--- config.mk ---
export PLATFORM = sky130hd
export DESIGN_NAME = cond_exec_stage
export DESIGN_NICKNAME = d
export VERILOG_FILES = /design/src/rtl/cond_exec_stage.sv
export SDC_FILE = /design/constraint.sdc
export NUM_CORES = 1
export LEC_CHECK = 0
export ABC_AREA = 1
export BUFFER_PORTS_ARGS = -buffer_cell sky130_fd_sc_hd__buf_4
export CAP_MARGIN = 25
export CORE_AREA = 2 2 74 90
export CTS_BUF_LIST = sky130_fd_sc_hd__clkbuf_8 sky130_fd_sc_hd__clkbuf_16
export DETAILED_ROUTE_END_ITERATION = 12
export DIE_AREA = 0 0 76 92
export GPL_TIMING_DRIVEN = 0
export PLACE_DENSITY = 0.77
export SLEW_MARGIN = 20
export SYNTH_ARGS = -nofsm -noshare
export SYNTH_HDL_FRONTEND = slang
export SYNTH_SLANG_ARGS = --single-unit
--- constraint.sdc ---
create_clock -name clk -period 2.21 [get_ports clk]
set_input_delay 0.221 -clock clk [delete_from_list [all_inputs] [get_ports clk]]
set_output_delay 0.221 -clock clk [all_outputs]
set_load 0.02 [all_outputs]
--- src/rtl/cond_exec_stage.sv ---
// Conditional-execute pipeline stage: evaluates the ARM condition field against the
// committed flags, gates side-effect enables, and holds one beat behind a valid/ready handshake.
module cond_exec_stage #(
    parameter int DATA_WIDTH = 32
) (
    input  logic                  clk,
    input  logic                  rst_n,
    input  logic                  in_valid,
    output logic                  in_ready,
    input  logic [3:0]            Cond,
    input  logic [DATA_WIDTH-1:0] Result,
    input  logic                  N,
    input  logic                  Z,
    input  logic                  C,
    input  logic                  V,
    input  logic                  FlagUpdate,
    input  logic                  RegWrite_in,
    input  logic                  MemWrite_in,
    input  logic                  PCSrc_in,
    input  logic [3:0]            Rd_in,
    input  logic                  flush,
    output logic                  out_valid,
    input  logic                  out_ready,
    output logic [DATA_WIDTH-1:0] out_Result,
    output logic [3:0]            out_Rd,
    output logic                  out_RegWrite,
    output logic                  out_MemWrite,
    output logic                  out_PCSrc,
    output logic                  CondEx,
    output logic [3:0]            Flags,
    output logic [15:0]           annul_cnt
);

    // Odd codes are the complement of the even code below them; this also makes 1111 "never".
    function automatic logic cond_pass(input logic [3:0] cond, input logic [3:0] nzcv);
        logic n_f;
        logic z_f;
        logic c_f;
        logic v_f;
        logic base;
        {n_f, z_f, c_f, v_f} = nzcv;
        case (cond[3:1])
            3'd0:    base = z_f;
            3'd1:    base = c_f;
            3'd2:    base = n_f;
            3'd3:    base = v_f;
            3'd4:    base = c_f & ~z_f;
            3'd5:    base = (n_f == v_f);
            3'd6:    base = ~z_f & (n_f == v_f);
            3'd7:    base = 1'b1;
            default: base = 1'b0;
        endcase
        return base ^ cond[0];
    endfunction

    function automatic logic [15:0] sat_inc16(input logic [15:0] value);
        logic [15:0] res;
        if (value == 16'hFFFF) begin
            res = value;
        end else begin
            res = value + 16'd1;
        end
        return res;
    endfunction

    logic                  out_valid_r;
    logic [DATA_WIDTH-1:0] out_result_r;
    logic [3:0]            out_rd_r;
    logic                  out_regwrite_r;
    logic                  out_memwrite_r;
    logic                  out_pcsrc_r;
    logic                  condex_r;
    logic [3:0]            flags_r;
    logic [15:0]           annul_cnt_r;

    logic                  in_ready_s;
    logic                  xfer_s;
    logic                  pass_s;
    logic                  out_valid_nxt_s;
    logic [DATA_WIDTH-1:0] out_result_nxt_s;
    logic [3:0]            out_rd_nxt_s;
    logic                  out_regwrite_nxt_s;
    logic                  out_memwrite_nxt_s;
    logic                  out_pcsrc_nxt_s;
    logic                  condex_nxt_s;
    logic [3:0]            flags_nxt_s;
    logic [15:0]           annul_cnt_nxt_s;

    assign in_ready_s = (~out_valid_r | out_ready) & ~flush;
    assign xfer_s     = in_valid & in_ready_s;
    assign pass_s     = cond_pass(Cond, flags_r);

    // Next-state selection: flush, then transfer, then downstream drain, else hold.
    always_comb begin
        out_valid_nxt_s    = out_valid_r;
        out_result_nxt_s   = out_result_r;
        out_rd_nxt_s       = out_rd_r;
        out_regwrite_nxt_s = out_regwrite_r;
        out_memwrite_nxt_s = out_memwrite_r;
        out_pcsrc_nxt_s    = out_pcsrc_r;
        condex_nxt_s       = condex_r;
        flags_nxt_s        = flags_r;
        annul_cnt_nxt_s    = annul_cnt_r;
        if (flush) begin
            out_valid_nxt_s    = 1'b0;
            out_regwrite_nxt_s = 1'b0;
            out_memwrite_nxt_s = 1'b0;
            out_pcsrc_nxt_s    = 1'b0;
        end else if (xfer_s) begin
            out_valid_nxt_s    = 1'b1;
            out_result_nxt_s   = Result;
            out_rd_nxt_s       = Rd_in;
            out_regwrite_nxt_s = RegWrite_in & pass_s;
            out_memwrite_nxt_s = MemWrite_in & pass_s;
            out_pcsrc_nxt_s    = PCSrc_in & pass_s;
            condex_nxt_s       = pass_s;
            if (pass_s && FlagUpdate) begin
                flags_nxt_s = {N, Z, C, V};
            end else begin
                flags_nxt_s = flags_r;
            end
            if (!pass_s) begin
                annul_cnt_nxt_s = sat_inc16(annul_cnt_r);
            end else begin
                annul_cnt_nxt_s = annul_cnt_r;
            end
        end else if (out_ready) begin
            // Held beat drains with nothing behind it; enables drop with out_valid.
            out_valid_nxt_s    = 1'b0;
            out_regwrite_nxt_s = 1'b0;
            out_memwrite_nxt_s = 1'b0;
            out_pcsrc_nxt_s    = 1'b0;
        end else begin
            out_valid_nxt_s = out_valid_r;
        end
    end

    // Stage registers with asynchronous clear.
    always_ff @(posedge clk or negedge rst_n) begin
        if (!rst_n) begin
            out_valid_r    <= 1'b0;
            out_result_r   <= '0;
            out_rd_r       <= 4'd0;
            out_regwrite_r <= 1'b0;
            out_memwrite_r <= 1'b0;
            out_pcsrc_r    <= 1'b0;
            condex_r       <= 1'b0;
            flags_r        <= 4'd0;
            annul_cnt_r    <= 16'd0;
        end else begin
            out_valid_r    <= out_valid_nxt_s;
            out_result_r   <= out_result_nxt_s;
            out_rd_r       <= out_rd_nxt_s;
            out_regwrite_r <= out_regwrite_nxt_s;
            out_memwrite_r <= out_memwrite_nxt_s;
            out_pcsrc_r    <= out_pcsrc_nxt_s;
            condex_r       <= condex_nxt_s;
            flags_r        <= flags_nxt_s;
            annul_cnt_r    <= annul_cnt_nxt_s;
        end
    end

    assign in_ready     = in_ready_s;
    assign out_valid    = out_valid_r;
    assign out_Result   = out_result_r;
    assign out_Rd       = out_rd_r;
    assign out_RegWrite = out_regwrite_r;
    assign out_MemWrite = out_memwrite_r;
    assign out_PCSrc    = out_pcsrc_r;
    assign CondEx       = condex_r;
    assign Flags        = flags_r;
    assign annul_cnt    = annul_cnt_r;

endmodule
==> key figures, run 1 <==
Timing
  • Setup TNS: 0 ns
  • Clock skew: 0.00820 ns
  • Post-route clock period utilization: 0.811
  • Final Critical Period: 1.79 ns
  • Hold_ws: 0.0543 ns
  • Slew HR: 0.501
  • Final slew viol count: 0
  • Slew @ Worst Pin: 0.748 ns
  • Fmax: 558 MHz
  • RSZ-0062 raised after global routing: false
  • Final setup margin: 0.418 ns
  • Final Hold Fails: 0
  • Setup violators final: 0

Pwr
  • Net Sw Frac: 0.383
  • P_int: 2.34 mW
  • Leakage: 2.15 nW
  • PwrDens: 958 mW/mm²
  • NetSw: 1.45 mW
  • Total power: 3.79 mW
  • Peak VDD IR: 0.000514 V
  • Comb power frac: 0.356
  • Clk pwr share: 0.215
  • Part of the power in registers: 0.429

Global route
  • GRT overflow: 0
  • Total GRT Usage: 0.209
  • Initial antenna violation count: 0
  • Largest net degree at the start of global routing: 62
  • First-pass GRT wire length: 11.6 mm
  • Vias in the first global route: 2681

Clocking
  • H-Tree Depth: 3
  • Total CTS buffers: 9
  • CTS Buffer Depth: 2
  • Sink Count: 61
  • Clk slew on worst S/H paths: 0.07 ns
  • Clock Tree Root: clkbuf_8
  • Hold Buf Count CTS: 1
  • Post-CTS Setup Inserts: 0
  • Clk_lat worst skew: 0.34 ns
  • CTS tree: done
  • Post-cts sizing count: 0

Route
  • Avg Vias per Cell: 4.67
  • DR vias: 2647
  • Initial detailed-routing violation count: 118
  • First drt pass iteration count: 4
  • Routed WL per cell: 12.2 µm
  • Post-Route WL: 6.91 mm
  • DRC: 0
  • ANT nets after route: 0

Setup path
  • Setup crit start: annul_cnt[0]
  • Critical path class: reg -> reg
  • R2R depth: 10
  • Worst path required time: 2.44 ns
  • Max FO, Critical Path: 10
  • Reg2reg start: annul_cnt[0]
  • Setup crit end kind: register
  • RR Endpoint: annul_cnt[2]
  • Worst R2R Setup Slack: 0.42 ns
  • Critical path data arrival time: 2.02 ns
  • Setup crit end: annul_cnt[2]
  • Critical Path Source Type: register

Synth
  • Post-synth top cells: nand2_1, dfrtp_1, inv_1
  • Most numerous cell in the Yosys netlist: nand2_1
  • Average cell area after synthesis: 8.06 µm²
  • Synth Warn #: 0
  • Synth cell types: 25
  • Post-synth EDFFs: 0
  • Net Count, Synth: 405
  • Flops & latches, synth: 61
  • Synth area leader: dfrtp_1
  • Post-synth top area share: 0.540
  • Async SR Flop Fraction: 1.00
  • Share of the yosys chip area belonging to registers: 0.540
  • Top_reg_cell synth: dfrtp_1
  • Cells after Synth: 351
  • Area contributors post-synth: dfrtp_1, nand2_1, inv_1
  • Mapped Area: 0.00283 mm²

Die
  • Die H: 92 µm
  • Row cnt: 32
  • Initial Util: 0.456
  • Die area: 0.00699 mm²
  • Die extent in x: 76 µm
  • Io pins: 115
  • CORE AREA: 0.00621 mm²

Outcome
  • Outcome: finished clean

Place
  • Final HPWL DP: 5.20 mm
  • Gpl congestion: 0.907
  • Pre-CTS WS: 0.429 ns
  • DP Area: 0.00379 mm²
  • IO Port Bufs: 114
  • Inst Count DP: 550

Final layout
  • Post-route cell area: 0.00396 mm²
  • Syn-to-layout area delta: 40.0%
  • Fin nets: 531
  • Non-filler instance count after layout: 567
  • Layout cells sized above 1: 0.303
  • Fin util: 0.638
  • Inserted Diodes: 0

Flow run
  • Max-Cap Viols: 0

Hold path
  • Min-delay worst type: in -> reg
  • Hold Crit Depth: 2
[logic make-up (layout without fill, tap and decap cells)]
family                   after synthesis  count (layout)  share of synthesized area
XOR/XNOR                              15              15                     0.0464
adder cells (fa/ha/maj)                1               1                    0.00442
flip-flops                            61              61                      0.540
buffers and inverters                 42             173                     0.0655
AND/OR/NAND/NOR                      214             214                      0.308
AO/OA/AOI/OAI                         18              18                     0.0358
[cell type report]
class / count / area (µm²)
fill: 542 / 2250
clock inverter: 7 / 35.0
tap: 85 / 106
clock buffer: 9 / 124
timing repair buffer: 115 / 866
sequential: 61 / 1530
inverter: 31 / 116
buffer: 11 / 68.8
multi-input combinational: 248 / 1120
[cells in the final DEF (no fill, tap or decap), drive strengths merged, types with 8 or more instances in the layout]
cell | netlist | layout
nand2 | 171 | 171
buf | 8 | 122
dfrtp | 61 | 61
inv | 30 | 32
nand3 | 15 | 15
o21ai | 15 | 15
nor2 | 14 | 14
clkbuf | 3 | 12
xor2 | 10 | 10
nand4 | 8 | 8
[worst min-delay path by stage]
stage,startpoint,to,slack [ns]
finish,flush,out_valid,0.05
global route,flush,out_valid,0.04
CTS,flush,out_valid,0.04
detailed placement,rst_n,annul_cnt[9],0.34
global placement,rst_n,annul_cnt[9],0.35
floorplan,rst_n,CondEx,-0.07
[power by group through the flow]
| stage | Clock, mW | Combinational [mW] | Sequential (mW) |
|---|---|---|---|
| after floorplan | 0 | 0.473 | 1.89 |
| after global placement | 0 | 1.33 | 1.63 |
| after detailed placement | 0 | 1.37 | 1.64 |
| after CTS | 0.832 | 1.37 | 1.62 |
| after global routing | 0.881 | 1.48 | 1.66 |
| final | 0.815 | 1.35 | 1.63 |
[worst max-delay path: stages (launching register included)]
cell and delay (ns):
dfrtp_1 0.44, ha_1 0.25, nand3_1 0.16, nor2_2 0.08
nand2_2 0.10, nor2_2 0.04, a21oi_2 0.18, nand3_2 0.14
buf_6 0.17, nand2_1 0.07, o21ai_2 0.05
[sequential cells by signal, indices dropped and copies added, names as in the netlist]
signal        count
Flags             4
annul_cnt        16
out_Result       32
out_valid         1
out_RegWrite      1
CondEx            1
out_PCSrc         1
out_MemWrite      1
out_Rd            4
[per-layer routing]
metal,vias up,global-route usage,wire length [µm]
met3,10,0.0837,532
met5,-,0,0
met1,1212,0.233,2820
met2,89,0.364,3440
met4,0,0.0742,118
li1,1336,-,-
(Power assumes the default switching activity.)
==> inputs of run 2 (changes only) <==
Clock period 2.21 ns to 1.7 ns, I/O delays scaled along.
==> run 2 against run 1 <==
  * Sequential cell count is the same
  * Hold slack got worse by 0.041 ns
  * Die area stayed put
  * Critical path depth stayed put
  * Worst setup slack worse by 0.39 ns
  * Critical endpoint is now annul_cnt[13]
  * Clock skew increased by 0.0031 ns
  * Non-clock buffer count is 17 higher
  * Register-to-register slack got worse by 0.39 ns
==> key figures, run 2 (synthesized netlist as in run 1, its figures left out) <==
Route
  • ANT nets after route: 0 (unchanged)
  • DRC: 0 (unchanged)
  • Avg Vias per Cell: 4.76 (was 4.67)
  • Post-Route WL: 7.54 mm (was 6.91 mm)
  • First drt pass iteration count: 6 (was 4)
  • Routed WL per cell: 13.0 µm (was 12.2 µm)
  • Initial detailed-routing violation count: 130 (was 118)
  • DR vias: 2771 (was 2647)

Global route
  • Vias in the first global route: 2750 (was 2681)
  • Largest net degree at the start of global routing: 62 (unchanged)
  • Total GRT Usage: 0.215 (was 0.209)
  • GRT overflow: 0 (unchanged)
  • Initial antenna violation count: 0 (unchanged)
  • First-pass GRT wire length: 12.1 mm (was 11.6 mm)

Timing
  • Clock skew: 0.0113 ns (was 0.00820 ns)
  • Setup violators final: 0 (unchanged)
  • Slew HR: 0.496 (was 0.501)
  • Final slew viol count: 0 (unchanged)
  • Slew @ Worst Pin: 0.756 ns (was 0.748 ns)
  • Fmax: 598 MHz (was 558 MHz)
  • Post-route clock period utilization: 0.984 (was 0.811)
  • Final setup margin: 0.0271 ns (was 0.418 ns)
  • Final Critical Period: 1.67 ns (was 1.79 ns)
  • RSZ-0062 raised after global routing: true (was false)
  • Final Hold Fails: 0 (unchanged)

Clocking
  • Clk slew on worst S/H paths: 0.06 ns (was 0.07 ns)
  • CTS Buffer Depth: 2 (unchanged)
  • H-Tree Depth: 3 (unchanged)
  • CTS tree: done (unchanged)
  • Sink Count: 61 (unchanged)
  • Total CTS buffers: 9 (unchanged)
  • Clock Tree Root: clkbuf_8 (unchanged)
  • Clk_lat worst skew: 0.34 ns (about the same)

Outcome
  • Outcome: finished clean (unchanged)

Pwr
  • Clk pwr share: 0.242 (was 0.215)
  • Total power: 5.44 mW (was 3.79 mW)
  • P_int: 3.47 mW (was 2.34 mW)
  • Part of the power in registers: 0.396 (was 0.429)
  • Peak VDD IR: 0.000652 V (was 0.000514 V)
  • NetSw: 1.97 mW (was 1.45 mW)
  • Comb power frac: 0.362 (was 0.356)
  • PwrDens: 1280 mW/mm² (was 958 mW/mm²)
  • Leakage: 2.26 nW (was 2.15 nW)
  • Net Sw Frac: 0.363 (was 0.383)

Setup path
  • Setup crit end kind: register (unchanged)
  • Critical Path Source Type: register (unchanged)
  • Reg2reg start: annul_cnt[1] (was annul_cnt[0])
  • Critical path data arrival time: 1.89 ns (was 2.02 ns)
  • Critical path class: reg -> reg (unchanged)
  • Max FO, Critical Path: 5 (was 10)
  • RR Endpoint: annul_cnt[13] (was annul_cnt[2])
  • Worst R2R Setup Slack: 0.03 ns (was 0.42 ns)
  • R2R depth: 10 (unchanged)
  • Worst path required time: 1.92 ns (was 2.44 ns)

Final layout
  • Fin nets: 548 (was 531)
  • Most frequent cells in the layout: nand2_1, buf_4, dfrtp_1, inv_1, nand2_2 (was nand2_1, buf_4, dfrtp_1, inv_1, nand3_1)
  • Syn-to-layout area delta: 49.8% (was 40.0%)
  • Non-filler instance count after layout: 582 (was 567)
  • Layout cells sized above 1: 0.378 (was 0.303)
  • Fin util: 0.683 (was 0.638)
  • Commonest non-fill, non-tap cell in the layout: nand2_1 (unchanged)
  • Max reg flops: 32 (unchanged)
  • Inserted Diodes: 0 (unchanged)

Hold path
  • Min-delay worst type: in -> reg (unchanged)
  • Hold Crit Depth: 2 (unchanged)
  • Hold path endpoint: out_valid (unchanged)
  • Hold_sp: flush (unchanged)

Die
  • Row cnt: 32 (unchanged)
  • Io pins: 115 (unchanged)
  • CORE AREA: 0.00621 mm² (unchanged)
  • Initial Util: 0.456 (unchanged)
  • Die H: 92 µm (unchanged)
  • Die extent in x: 76 µm (unchanged)
  • Die area: 0.00699 mm² (unchanged)

Place
  • Gpl congestion: 0.913 (was 0.907)
  • Final HPWL DP: 5.26 mm (was 5.20 mm)
  • Pre-CTS WS: -0.0800 ns (was 0.429 ns)
  • Inst Count DP: 550 (unchanged)
  • IO Port Bufs: 114 (unchanged)

Flow run
  • Max-Cap Viols: 0 (unchanged)
## run 2: cell count changes in the layout (fill, tap and decap cells not counted), moves of 2 or more
cell      delta
buf_4       +15
buf_6        -2
buf_8        +2
clkbuf_2     +2
clkbuf_8     +3
clkinv_2     -4
dfrtp_1      -5
dfrtp_2      +5
inv_1        -2
nand2_1     -13
nand2_2     +13
nand3_1      -2
nand3_4      +2
nor2_1       -2
## run 2: layout make-up
type | instances | area, µm²
inverter | 31 | 116
tap | 85 | 106
timing repair buffer | 132 | 1010
multi-input combinational | 248 | 1200
clock inverter | 2 | 33.8
sequential | 61 | 1530
buffer | 11 | 78.8
clock buffer | 12 | 165
fill | 522 | 1970
## run 2: worst max-delay path by stage
stage	to	startpoint	slack (ns)
after global placement	annul_cnt[2]	annul_cnt[0]	-0.07
after detailed placement	annul_cnt[2]	annul_cnt[0]	-0.08
after global routing	annul_cnt[11]	annul_cnt[1]	-0.10
after CTS	annul_cnt[14]	annul_cnt[1]	0.004
final	annul_cnt[13]	annul_cnt[1]	0.03
after floorplan	annul_cnt[2]	annul_cnt[1]	0.01
## run 2: what timing repair did
| action | 4_1_cts | 5_1_grt |
|---|---|---|
| resized for setup | 1 | 31 |
| endpoints found under the setup margin | 16 | 32 |
| hold buffers | 1 | 0 |
| setup buffers | 2 | 13 |
| pin swaps | 1 | 7 |
| endpoints found under the hold margin | 61 | 0 |
| cloned | 0 | 2 |
## run 2: per-layer routing
metal / up-vias / wire, µm / global-route usage
met2: 105 / 3970 / 0.379
met4: 0 / 119 / 0.0848
met5: - / 0 / 0
met1: 1290 / 2920 / 0.249
li1: 1365 / - / -
met3: 11 / 530 / 0.0591
## run 2: power groups by stage
stage          Sequential, mW  Combinational [mW]  Clock [mW]
3_5_place_dp             2.14                1.77           0
6_report                 2.16                1.97        1.32
5_1_grt                  2.22                2.15        1.39
2_1_floorplan            2.46               0.615           0
4_1_cts                  2.11                1.80        1.33
3_3_place_gp             2.13                1.73           0
## run 2: through the flow
stage / area, µm² / hold slack, ns / TNS (ns)
floorplan: 2830 / -0.126 / 0
global placement: 3790 / 0.299 / -0.880
detailed placement: 3790 / 0.298 / -1.16
CTS: 4020 / 0.00574 / 0
global route: 4240 / 0.00675 / -0.556
finish: 4240 / 0.0131 / 0
## run 2: critical path: stages (launching register included)
cell       delay, ns
dfrtp_2         0.44
ha_4            0.18
nand3_4         0.10
nor2_4          0.05
nand2_2         0.08
nor2_2          0.04
a21oi_2         0.20
nand3_4         0.16
clkbuf_16       0.20
nand2_2         0.05
o21ai_1         0.06
==> inputs of run 3 (changes only) <==
Settings changed: BUFFER_PORTS_ARGS -buffer_cell sky130_fd_sc_hd__buf_4 to default, DONT_BUFFER_PORTS from default to 1, PLACE_DENSITY 0.77 to default.
==> run 3 against run 2 <==
  * Fmax down 0.24%
  * Routed wire length down 5.7%
  * Largest cell class unchanged
  * Hold slack better by 0.084 ns
  * Critical path depth unchanged
  * Highest routed layer unchanged
  * Critical path type unchanged
==> key figures, run 3 (synthesized netlist as in run 1, its figures left out) <==
Pwr
  • P_int: 3.12 mW (was 3.47 mW)
  • Part of the power in registers: 0.520 (was 0.396)
  • PwrDens: 1290 mW/mm² (was 1280 mW/mm²)
  • Net Sw Frac: 0.379 (was 0.363)
  • Leakage: 1.89 nW (was 2.26 nW)
  • Peak VDD IR: 0.000727 V (was 0.000652 V)
  • NetSw: 1.91 mW (was 1.97 mW)
  • Clk pwr share: 0.286 (was 0.242)
  • Comb power frac: 0.194 (was 0.362)
  • Total power: 5.03 mW (was 5.44 mW)

Outcome
  • Outcome: finished clean (unchanged)

Setup path
  • Max incr delay on CP: 0.49 ns (was 0.44 ns)
  • Worst R2R Setup Slack: 0.02 ns (was 0.03 ns)
  • RR Endpoint: annul_cnt[12] (was annul_cnt[13])
  • Setup crit end kind: register (unchanged)
  • Reg2reg start: annul_cnt[0] (was annul_cnt[1])
  • Max FO, Critical Path: 5 (unchanged)
  • Slowest stage cell, crit path: dfrtp_2 (unchanged)
  • Critical path class: reg -> reg (unchanged)
  • Critical path data arrival time: 1.90 ns (was 1.89 ns)
  • Worst path required time: 1.92 ns (about the same)
  • Critical Path Source Type: register (unchanged)
  • Crit-path leading delay family: flip-flops (was simple AND/OR/NAND/NOR gates)
  • Crit path cell chain: ha_4, nand3_4, nor2_4, nand2_2, nor2_2, a21oi_4, nand3_4, clkbuf_16, nand2_2, o21ai_1 (was ha_4, nand3_4, nor2_4, nand2_2, nor2_2, a21oi_2, nand3_4, clkbuf_16, nand2_2, o21ai_1)
  • CP bufs+invs: 1 (unchanged)
  • R2R depth: 10 (unchanged)

Timing
  • Final Hold Fails: 0 (unchanged)
  • Slew HR: 0.722 (was 0.496)
  • RSZ-0062 raised after global routing: true (unchanged)
  • Final slew viol count: 0 (unchanged)
  • Slew @ Worst Pin: 0.416 ns (was 0.756 ns)
  • Post-route clock period utilization: 0.986 (was 0.984)
  • Final Critical Period: 1.68 ns (was 1.67 ns)
  • Setup violators final: 0 (unchanged)
  • Setup TNS: 0 ns (unchanged)
  • Fmax: 596 MHz (was 598 MHz)
  • Clock skew: 0.00624 ns (was 0.0113 ns)

Hold path
  • Hold_sp: out_ready (was flush)
  • Hold path endpoint: out_PCSrc (was out_valid)
  • Hold Crit Depth: 5 (was 2)
  • Min-delay worst type: in -> reg (unchanged)

Die
  • Io pins: 115 (unchanged)
  • Initial Util: 0.456 (unchanged)
  • Die area: 0.00699 mm² (unchanged)
  • CORE AREA: 0.00621 mm² (unchanged)
  • Row cnt: 32 (unchanged)
  • Die H: 92 µm (unchanged)
  • Die extent in x: 76 µm (unchanged)

Route
  • DRC: 0 (unchanged)
  • Avg Vias per Cell: 4.84 (was 4.76)
  • ANT nets after route: 0 (unchanged)
  • Post-Route WL: 7.11 mm (was 7.54 mm)
  • First drt pass iteration count: 4 (was 6)
  • DR vias: 2467 (was 2771)
  • Routed WL per cell: 13.9 µm (was 13.0 µm)
  • Initial detailed-routing violation count: 76 (was 130)

Clocking
  • CTS Buffer Depth: 2 (unchanged)
  • Clk slew on worst S/H paths: 0.07 ns (was 0.06 ns)
  • Clock Tree Root: clkbuf_8 (unchanged)
  • CTS tree: done (unchanged)
  • Sink Count: 61 (unchanged)
  • Total CTS buffers: 9 (unchanged)
  • H-Tree Depth: 3 (unchanged)
  • Clk_lat worst skew: 0.33 ns (was 0.34 ns)

Global route
  • Vias in the first global route: 2583 (was 2750)
  • Largest net degree at the start of global routing: 62 (unchanged)
  • GRT overflow: 0 (unchanged)
  • First-pass GRT wire length: 12.3 mm (was 12.1 mm)
  • Initial antenna violation count: 0 (unchanged)
  • Total GRT Usage: 0.221 (was 0.215)

Flow run
  • Max-Cap Viols: 0 (unchanged)

Final layout
  • Layout cells sized above 1: 0.205 (was 0.378)
  • Syn-to-layout area delta: 38.0% (was 49.8%)
  • Fin nets: 474 (was 548)
  • Max reg flops: 32 (unchanged)
  • Fin util: 0.629 (was 0.683)
  • Most frequent cells in the layout: nand2_1, dfrtp_1, dlygate4sd3_1, inv_1, nand2_2 (was nand2_1, buf_4, dfrtp_1, inv_1, nand2_2)
  • Commonest non-fill, non-tap cell in the layout: nand2_1 (unchanged)
  • Inserted Diodes: 0 (unchanged)

Place
  • Gpl congestion: 0.830 (was 0.913)
  • IO Port Bufs: 0 (was 114)
  • Final HPWL DP: 4.48 mm (was 5.26 mm)
run 3: power by group through the flow:
stage                     sequential, mW  clock, mW  combinational, mW
after floorplan                     2.46          0              0.615
after global placement              2.57          0              0.686
after detailed placement            2.58          0              0.716
after CTS                           2.58       1.47              0.887
after global routing                2.67       1.54               1.15
final                               2.62       1.44              0.977
run 3: through the flow:
stage               hold WS (ns)  std cells  setup WS (ns)  instance area [µm²]
finish                    0.0971        510         0.0230                 3900
detailed placement        -0.124        436         -0.308                 2940
CTS                       0.0805        506        -0.0148                 3760
floorplan                 -0.126        351         0.0146                 2830
global route               0.129        510        -0.0859                 3900
global placement          -0.124        436         -0.231                 2940
run 3: how the worst max path moves through the flow:
stage / from / to / slack [ns] / cells past startpoint
5_1_grt: Flags[2] / annul_cnt[0] / -0.09 / 13
3_3_place_gp: out_valid / out_Result[28] / -0.23 / 8
3_5_place_dp: out_valid / out_Result[28] / -0.31 / 8
4_1_cts: annul_cnt[0] / annul_cnt[14] / -0.01 / 10
6_report: annul_cnt[0] / annul_cnt[12] / 0.02 / 10
2_1_floorplan: annul_cnt[1] / annul_cnt[2] / 0.01 / 10
run 3: what timing repair did:
action	in CTS	in global routing
pin swaps	4	5
cloned	1	1
setup buffers	5	3
resized for setup	17	38
endpoints found under the setup margin	59	25
endpoints found under the hold margin	105	0
hold buffers	48	0
run 3: layout make-up:
| type | instances | area [µm²] |
|---|---|---|
| plain buffers | 11 | 86.3 |
| repair buffers | 58 | 588 |
| multi-input cells | 248 | 1240 |
| inverters | 31 | 118 |
| well taps | 85 | 106 |
| clock buffers | 10 | 138 |
| clock inverters | 6 | 86.3 |
| flip-flops and latches | 61 | 1540 |
| fillers | 509 | 2300 |
run 3: worst min-delay path, stage by stage:
cell and delay, ns:
nor2_1 0.02, nand2_1 0.05, inv_1 0.05, nand2_1 0.05, nand2_1 0.04
run 3: layer usage:
| layer | share of wire | up-vias | wire [µm] | global-route usage |
|---|---|---|---|---|
| met5 | 0 | - | 0 | 0 |
| met4 | 0.018 | 0 | 128 | 0.0894 |
| met3 | 0.070 | 10 | 498 | 0.0630 |
| met2 | 0.52 | 82 | 3680 | 0.391 |
| met1 | 0.39 | 1161 | 2800 | 0.252 |
| li1 | - | 1214 | - | - |
